<file path="src/rtl/csr_regfile.sv">
// csr_regfile: RV32 machine-mode CSR storage, trap/mret state update and interrupt request.
// Build option: define CSR_COUNTERS_EN to implement the 64-bit mcycle/minstret counters.

module csr_regfile #(
    parameter int          XLEN      = 32,
    parameter logic [31:0] MTVEC_RST = 32'h0000_0000,
    parameter int          HART_ID   = 0
) (
    input  logic            clk,
    input  logic            rst_n,
    input  logic            csr_rd_en,
    input  logic            csr_wr_en,
    input  logic [11:0]     csr_idx,
    input  logic [XLEN-1:0] csr_cmd_wdata,
    output logic [XLEN-1:0] csr_cmd_rdata,
    output logic            csr_access_ilgl,
    input  logic            instret_inc,
    input  logic            trap_valid,
    input  logic [XLEN-1:0] trap_pc,
    input  logic [XLEN-1:0] trap_cause,
    input  logic [XLEN-1:0] trap_tval,
    input  logic            mret_valid,
    input  logic            irq_ext,
    input  logic            irq_tmr,
    input  logic            irq_sw,
    output logic [XLEN-1:0] csr_mtvec,
    output logic [XLEN-1:0] csr_mepc,
    output logic            csr_irq_req
);

    localparam logic [11:0] ADDR_MSTATUS   = 12'h300;
    localparam logic [11:0] ADDR_MISA      = 12'h301;
    localparam logic [11:0] ADDR_MIE       = 12'h304;
    localparam logic [11:0] ADDR_MTVEC     = 12'h305;
    localparam logic [11:0] ADDR_MSCRATCH  = 12'h340;
    localparam logic [11:0] ADDR_MEPC      = 12'h341;
    localparam logic [11:0] ADDR_MCAUSE    = 12'h342;
    localparam logic [11:0] ADDR_MTVAL     = 12'h343;
    localparam logic [11:0] ADDR_MIP       = 12'h344;
    localparam logic [11:0] ADDR_MCYCLE    = 12'hB00;
    localparam logic [11:0] ADDR_MINSTRET  = 12'hB02;
    localparam logic [11:0] ADDR_MCYCLEH   = 12'hB80;
    localparam logic [11:0] ADDR_MINSTRETH = 12'hB82;
    localparam logic [11:0] ADDR_MVENDORID = 12'hF11;
    localparam logic [11:0] ADDR_MARCHID   = 12'hF12;
    localparam logic [11:0] ADDR_MIMPID    = 12'hF13;
    localparam logic [11:0] ADDR_MHARTID   = 12'hF14;

    logic            mstatus_mie_q, mstatus_mie_d;
    logic            mstatus_mpie_q, mstatus_mpie_d;
    logic [2:0]      mie_q, mie_d;  // {MEIE, MTIE, MSIE}
    logic [XLEN-1:2] mtvec_q, mtvec_d;
    logic [XLEN-1:0] mscratch_q, mscratch_d;
    logic [XLEN-1:1] mepc_q, mepc_d;
    logic [XLEN-1:0] mcause_q, mcause_d;
    logic [XLEN-1:0] mtval_q, mtval_d;

    logic [2:0]      mip;
    logic            implemented;
    logic            sw_wr;
    logic [XLEN-1:0] rd_val;
    logic            unused_trap_pc0;

`ifdef CSR_COUNTERS_EN
    logic [63:0] mcycle_q, mcycle_d;
    logic [63:0] minstret_q, minstret_d;
`else
    logic        unused_instret;
    assign unused_instret = instret_inc;
`endif

    assign unused_trap_pc0 = trap_pc[0];
    assign mip = {irq_ext, irq_tmr, irq_sw};

    // NOTE: every variable written in always_comb gets a default first, so no path can infer a latch.
    always_comb begin
        implemented = 1'b1;
        rd_val      = '0;
        case (csr_idx)
            ADDR_MSTATUS:  rd_val = {19'd0, 2'b11, 3'd0, mstatus_mpie_q, 3'd0, mstatus_mie_q, 3'd0};
            ADDR_MISA:     rd_val = 32'h4000_0100;
            ADDR_MIE:      {rd_val[11], rd_val[7], rd_val[3]} = mie_q;
            ADDR_MTVEC:    rd_val = {mtvec_q, 2'b00};
            ADDR_MSCRATCH: rd_val = mscratch_q;
            ADDR_MEPC:     rd_val = {mepc_q, 1'b0};
            ADDR_MCAUSE:   rd_val = mcause_q;
            ADDR_MTVAL:    rd_val = mtval_q;
            ADDR_MIP:      {rd_val[11], rd_val[7], rd_val[3]} = mip;
`ifdef CSR_COUNTERS_EN
            ADDR_MCYCLE:    rd_val = mcycle_q[31:0];
            ADDR_MCYCLEH:   rd_val = mcycle_q[63:32];
            ADDR_MINSTRET:  rd_val = minstret_q[31:0];
            ADDR_MINSTRETH: rd_val = minstret_q[63:32];
`else
            ADDR_MCYCLE, ADDR_MCYCLEH, ADDR_MINSTRET, ADDR_MINSTRETH: rd_val = '0;
`endif
            ADDR_MVENDORID, ADDR_MARCHID, ADDR_MIMPID: rd_val = '0;
            ADDR_MHARTID:  rd_val = XLEN'(HART_ID);
            default:       implemented = 1'b0;
        endcase
    end

    assign csr_access_ilgl = (csr_rd_en | csr_wr_en) &
                             (~implemented | (csr_wr_en & (csr_idx[11:10] == 2'b11)));
    assign csr_cmd_rdata   = csr_rd_en ? rd_val : '0;

    // Trap and mret own the cycle: a concurrent software write is dropped entirely.
    assign sw_wr = csr_wr_en & ~csr_access_ilgl & ~trap_valid & ~mret_valid;

    always_comb begin
        mstatus_mie_d  = mstatus_mie_q;
        mstatus_mpie_d = mstatus_mpie_q;
        mie_d          = mie_q;
        mtvec_d        = mtvec_q;
        mscratch_d     = mscratch_q;
        mepc_d         = mepc_q;
        mcause_d       = mcause_q;
        mtval_d        = mtval_q;

        if (trap_valid) begin
            mstatus_mpie_d = mstatus_mie_q;
            mstatus_mie_d  = 1'b0;
            mepc_d         = trap_pc[XLEN-1:1];
            mcause_d       = trap_cause;
            mtval_d        = trap_tval;
        end else if (mret_valid) begin
            mstatus_mie_d  = mstatus_mpie_q;
            mstatus_mpie_d = 1'b1;
        end else if (sw_wr) begin
            case (csr_idx)
                ADDR_MSTATUS: begin
                    mstatus_mie_d  = csr_cmd_wdata[3];
                    mstatus_mpie_d = csr_cmd_wdata[7];
                end
                ADDR_MIE:      mie_d      = {csr_cmd_wdata[11], csr_cmd_wdata[7], csr_cmd_wdata[3]};
                ADDR_MTVEC:    mtvec_d    = csr_cmd_wdata[XLEN-1:2];
                ADDR_MSCRATCH: mscratch_d = csr_cmd_wdata;
                ADDR_MEPC:     mepc_d     = csr_cmd_wdata[XLEN-1:1];
                ADDR_MCAUSE:   mcause_d   = csr_cmd_wdata;
                ADDR_MTVAL:    mtval_d    = csr_cmd_wdata;
                default: ;
            endcase
        end
    end

    // NOTE: sequential state is updated only with non-blocking assignments so every flop samples pre-edge values.
    always_ff @(posedge clk or negedge rst_n) begin
        if (!rst_n) begin
            mstatus_mie_q  <= 1'b0;
            mstatus_mpie_q <= 1'b0;
            mie_q          <= '0;
            mtvec_q        <= MTVEC_RST[XLEN-1:2];
            mscratch_q     <= '0;
            mepc_q         <= '0;
            mcause_q       <= '0;
            mtval_q        <= '0;
        end else begin
            mstatus_mie_q  <= mstatus_mie_d;
            mstatus_mpie_q <= mstatus_mpie_d;
            mie_q          <= mie_d;
            mtvec_q        <= mtvec_d;
            mscratch_q     <= mscratch_d;
            mepc_q         <= mepc_d;
            mcause_q       <= mcause_d;
            mtval_q        <= mtval_d;
        end
    end

`ifdef CSR_COUNTERS_EN
    // A written half takes wdata; the other half keeps the full 64-bit increment of this cycle.
    always_comb begin
        mcycle_d   = mcycle_q + 64'd1;
        minstret_d = minstret_q + {63'd0, instret_inc};
        if (sw_wr) begin
            case (csr_idx)
                ADDR_MCYCLE:    mcycle_d[31:0]    = csr_cmd_wdata;
                ADDR_MCYCLEH:   mcycle_d[63:32]   = csr_cmd_wdata;
                ADDR_MINSTRET:  minstret_d[31:0]  = csr_cmd_wdata;
                ADDR_MINSTRETH: minstret_d[63:32] = csr_cmd_wdata;
                default: ;
            endcase
        end
    end

    always_ff @(posedge clk or negedge rst_n) begin
        if (!rst_n) begin
            mcycle_q   <= '0;
            minstret_q <= '0;
        end else begin
            mcycle_q   <= mcycle_d;
            minstret_q <= minstret_d;
        end
    end
`endif

    assign csr_mtvec   = {mtvec_q, 2'b00};
    assign csr_mepc    = {mepc_q, 1'b0};
    assign csr_irq_req = mstatus_mie_q & |(mip & mie_q);

endmodule
</file>
<file path="config.mk">
export PLATFORM = sky130hd
export DESIGN_NAME = csr_regfile
export DESIGN_NICKNAME = d
export VERILOG_FILES = /design/src/rtl/csr_regfile.sv
export SDC_FILE = /design/constraint.sdc
export NUM_CORES = 1
export LEC_CHECK = 0
export BUFFER_PORTS_ARGS = -buffer_cell sky130_fd_sc_hd__clkbuf_2
export CAP_MARGIN = 15
export CORE_MARGIN = 1.5
export CORE_UTILIZATION = 54
export DETAILED_ROUTE_END_ITERATION = 6
export GPL_TIMING_DRIVEN = 0
export PLACE_DENSITY = 0.81
export SLEW_MARGIN = 15
export SYNTH_ARGS = -nofsm -noshare
export SYNTH_HDL_FRONTEND = slang
export SYNTH_SLANG_ARGS = --single-unit
</file>
<file path="constraint.sdc">
create_clock -name clk -period 3.7 [get_ports clk]
set_input_delay 0.74 -clock clk [delete_from_list [all_inputs] [get_ports clk]]
set_output_delay 0.74 -clock clk [all_outputs]
set_load 0.005 [all_outputs]
</file>
==> results.txt <==
----------------------------------------------------
[Placement]
  Count of placed standard cells including taps ... between 1000 and 1500
  Worst setup slack after placement ... -402.2 ps
  Final HPWL DP ... ~26000 um
  Placer's final routability congestion estimate ... 0.9694
  Number of port buffers ... between 200 and 250

[Setup path]
  Capturing element type of the critical path ... primary output
  Crit path DAT ... around 2900 ps
  Setup CP Type ... primary input to primary output
  CP Launch Type ... primary input
  Critical path required time ... 2960 ps
  Crit Path Max Fanout ... 10

[Clock tree]
  CTS tree ... yes
  Source-to-sink clock delay at the later pin of the worst-skew pair ... 440 ps
  CTS root buffer ... sky130_fd_sc_hd__clkbuf_16
  Clock input transition at the sequential cells of the worst setup and hold paths ... around 70 ps
  H-Tree Depth ... 4
  Number of buffers created by CTS ... 17
  Clock Path Buffers ... 2
  Clock sink count ... 162

[Finish]
  Area grow syn2layout ... 23.35%
  Final core occ ... between 60% and 70%
  Filler-free cell count of the finished design ... between 1500 and 2000
  Number of antenna diodes ... 0
  FF/Latch Area ... roughly 4100 sq um
  Fraction of final layout cells with drive strength greater than 1 ... about 31%
  Count of nets after finishing ... between 1000 and 1500
  Area of the multi-input gates ... about 5100 sq um
  FILL cells ... about 1400

[Timing]
  Highest Clock Rate ... between 200 and 300 MHz
  Slew Limit Fails ... 0
  Fin crit period ... 3652 ps
  Actual transition at the worst max-transition pin ... between 900 and 1000 ps
  Share of the cycle needed by the critical path after routing ... a little over nine tenths
  Tightest slew margin relative to the limit ... ~40%
  Final worst clock skew ... roughly 0.021 ps
  Worst-case setup margin in the final layout ... between 40 and 50 ps
  Setup violation total in the final timing report ... 0
  Unrepaired setup endpoints after global routing ... no
  Total count of hold-check failures in the final report ... 0

[Global route]
  Vias in the first global route ... approximately 9900
  Routing layer with the top usage in global route ... met2
  Grt met2 use ... 60.41%
  Global-route met3 utilization ... between 10 and 15%
  Maximum number of pins on one net before global-route repair ... between 60 and 70
  Initial antenna violation count ... 0
  First-pass GRT wire length ... about 56000 um
  Gr usage total ... 40.34%
  Sum of overflow across all layers after global routing ... 0
  Fraction of met1 tracks used by global routing ... between 50% and 60%

[Logic synthesis]
  Asr flop ratio synth ... 100.0%
  Average instance area after synthesis ... ~9.6 sq um
  Sequential element share of the synthesized area ... approximately 42%
  Synthesized netlist cell count ... between 1000 and 1500
  Area of the mapped netlist ... approximately 9600 sq um
  Number of synthesized flops with an enable pin ... 0
  Register bit total from synthesis ... 162
  Top_reg_cell synth ... sky130_fd_sc_hd__dfrtp_1
  Synthesis warning total ... 0
  Distinct cell type count after synthesis ... between 50 and 60

[Hold path]
  Class of the worst hold path ... primary input to async pin

[Job]
  Max-cap viol count ... 0

[Route]
  Routed wire length per instance ... about 25 um
  Remaining routing DRC violations ... 2
  Vias per cell ... between 6 and 7
  Initial DRT Pass Iterations ... 7
  Number of nets with antenna violations after detailed routing ... 0
  Number of vias in the routed layout ... just over 10000
  Initial detailed-routing violation count ... roughly 1600
  Post-Route WL ... ~38000 um

[Die]
  Floorplan die width ... about 140 um
  Die extent in y ... 136.3 um
  Core Footprint ... about 17000 sq um
  I/O pin count ... between 200 and 250
  Die ar. ... roughly 19000 sq um
  Starting utilization of the core area ... 55.28%
  Number of standard-cell rows in the floorplan ... between 40 and 50

[Power and ir drop]
  Static power due to leakage ... about 5.1 nW
  Power per Cell Area ... about 360 nW/um^2
  Peak supply drop ... between 0.3 and 0.4 mV

[Run status]
  Outcome ... complete, but fails checks
  Violated checks ... DRC

----------------------------------------------------
[cell usage in the layout, fill, tap and decap left out, types with 28 or more instances in the layout]
master and instances:
sky130_fd_sc_hd__clkbuf_2 247, sky130_fd_sc_hd__dfrtp_1 162, sky130_fd_sc_hd__a21oi_1 105, sky130_fd_sc_hd__o21ai_0 102, sky130_fd_sc_hd__nor2b_1 99, sky130_fd_sc_hd__clkbuf_1 84, sky130_fd_sc_hd__a41oi_1 63, sky130_fd_sc_hd__nand2_1 59
sky130_fd_sc_hd__a31oi_1 57, sky130_fd_sc_hd__mux2_2 40, sky130_fd_sc_hd__mux2_4 30, sky130_fd_sc_hd__mux2i_1 28
[cells in the mapped netlist, types with 12 or more instances]
library cell	instances	area share (%)
sky130_fd_sc_hd__o32a_1	24	2.5
sky130_fd_sc_hd__nand4_1	27	1.8
sky130_fd_sc_hd__clkbuf_1	89	3.5
sky130_fd_sc_hd__mux2_2	40	4.7
sky130_fd_sc_hd__nand2_1	59	2.3
sky130_fd_sc_hd__buf_2	12	0.63
sky130_fd_sc_hd__dfrtp_1	162	42
sky130_fd_sc_hd__o21ai_0	103	5.4
sky130_fd_sc_hd__a21oi_1	105	5.5
sky130_fd_sc_hd__nor2b_1	100	6.5
sky130_fd_sc_hd__mux2_4	30	4.7
sky130_fd_sc_hd__mux2i_1	28	2.9
sky130_fd_sc_hd__a41oi_1	63	5.8
sky130_fd_sc_hd__a31oi_1	57	3.7
sky130_fd_sc_hd__nor2_1	12	0.47
[cells by family after synthesis]
group,share of synthesized area (%)
AO/OA/AOI/OAI,24.50
XOR/XNOR,0.09129
buffers and inverters,5.242
flip-flops,42.25
multiplexers,12.78
other,0.03908
AND/OR/NAND/NOR,15.10
[power by group]
group | switching, W | internal, W | total, W
clock | 0.000767 | 0.000962 | 0.00173
sequential | 0.0000669 | 0.00187 | 0.00193
combinational | 0.000386 | 0.000241 | 0.000627
total | 0.00122 | 0.00307 | 0.00429
[final cells by class]
type / count / area share [%]
tap: 225 / 2.378
buffer: 113 / 4.302
clock inverter: 8 / 0.6660
sequential: 162 / 34.25
clock buffer: 24 / 3.985
inverter: 5 / 0.1586
timing repair buffer: 252 / 11.34
multi-input combinational: 725 / 42.92
[path summary, 6_finish.rpt]
| check | start | to | slack [ps] | depth (start not counted) |
|---|---|---|---|---|
| hold reg to reg | mscratch_q[7] | mscratch_q[7] | 510 | 1 |
| min in group clk | mscratch_q[7] | mscratch_q[7] | 510 | 1 |
| max in group asynchronous | rst_n | mepc_q[17] | 2500 | 3 |
| hold / removal | rst_n | mie_q[0] | 220 | 1 |
| setup / recovery | csr_idx[4] | csr_cmd_rdata[12] | 50 | 9 |
| setup reg to reg | mtvec_q[12] | mtvec_q[12] | 2870 | 1 |
[worst max-delay path: stages]
cell and delay [ps]:
sky130_fd_sc_hd__clkbuf_2 130, sky130_fd_sc_hd__or4_4 570, sky130_fd_sc_hd__buf_6 180, sky130_fd_sc_hd__nor4_4 210
sky130_fd_sc_hd__buf_4 220, sky130_fd_sc_hd__buf_2 350, sky130_fd_sc_hd__nand2_1 100, sky130_fd_sc_hd__a21oi_1 260
sky130_fd_sc_hd__clkbuf_2 160
[layer usage]
| metal | wire length (um) | vias to the layer above |
|---|---|---|
| met5 | 0 | - |
| met4 | 1964 | 0 |
| met3 | 4813 | 189 |
| met2 | 16680 | 919 |
| met1 | 14120 | 4966 |
| li1 | - | 4317 |
[state kept, by name (all words and copies together), names as in the netlist]
register        flops
mstatus_mie_q       1
mstatus_mpie_q      1
mepc_q             31
mscratch_q         32
mcause_q           32
mie_q               3
mtvec_q            30
mtval_q            32
[metrics by stage]
| step | area (sq um) | hold WS (ps) | total power [W] | setup TNS [ps] |
|---|---|---|---|---|
| 2_1_floorplan | 9603 | 444.4 | 0.002245 | 0 |
| 3_3_place_gp | 11080 | 485.1 | 0.002538 | -180190 |
| 3_5_place_dp | 11140 | 493.3 | 0.002562 | -8197 |
| 4_1_cts | 11790 | 234.1 | 0.004241 | 0 |
| 5_1_grt | 11840 | 247.7 | 0.004383 | 0 |
| 6_report | 11840 | 218.1 | 0.004290 | 0 |
[what timing repair did]
item                                    4_1_cts  5_1_grt
pin swaps                                     3        2
endpoints found under the setup margin       27       23
endpoints found under the hold margin         0        0
hold buffers                                  0        0
setup buffers                                 8        3
resized for setup                             9       21
Power figures use the tool's default switching activity.
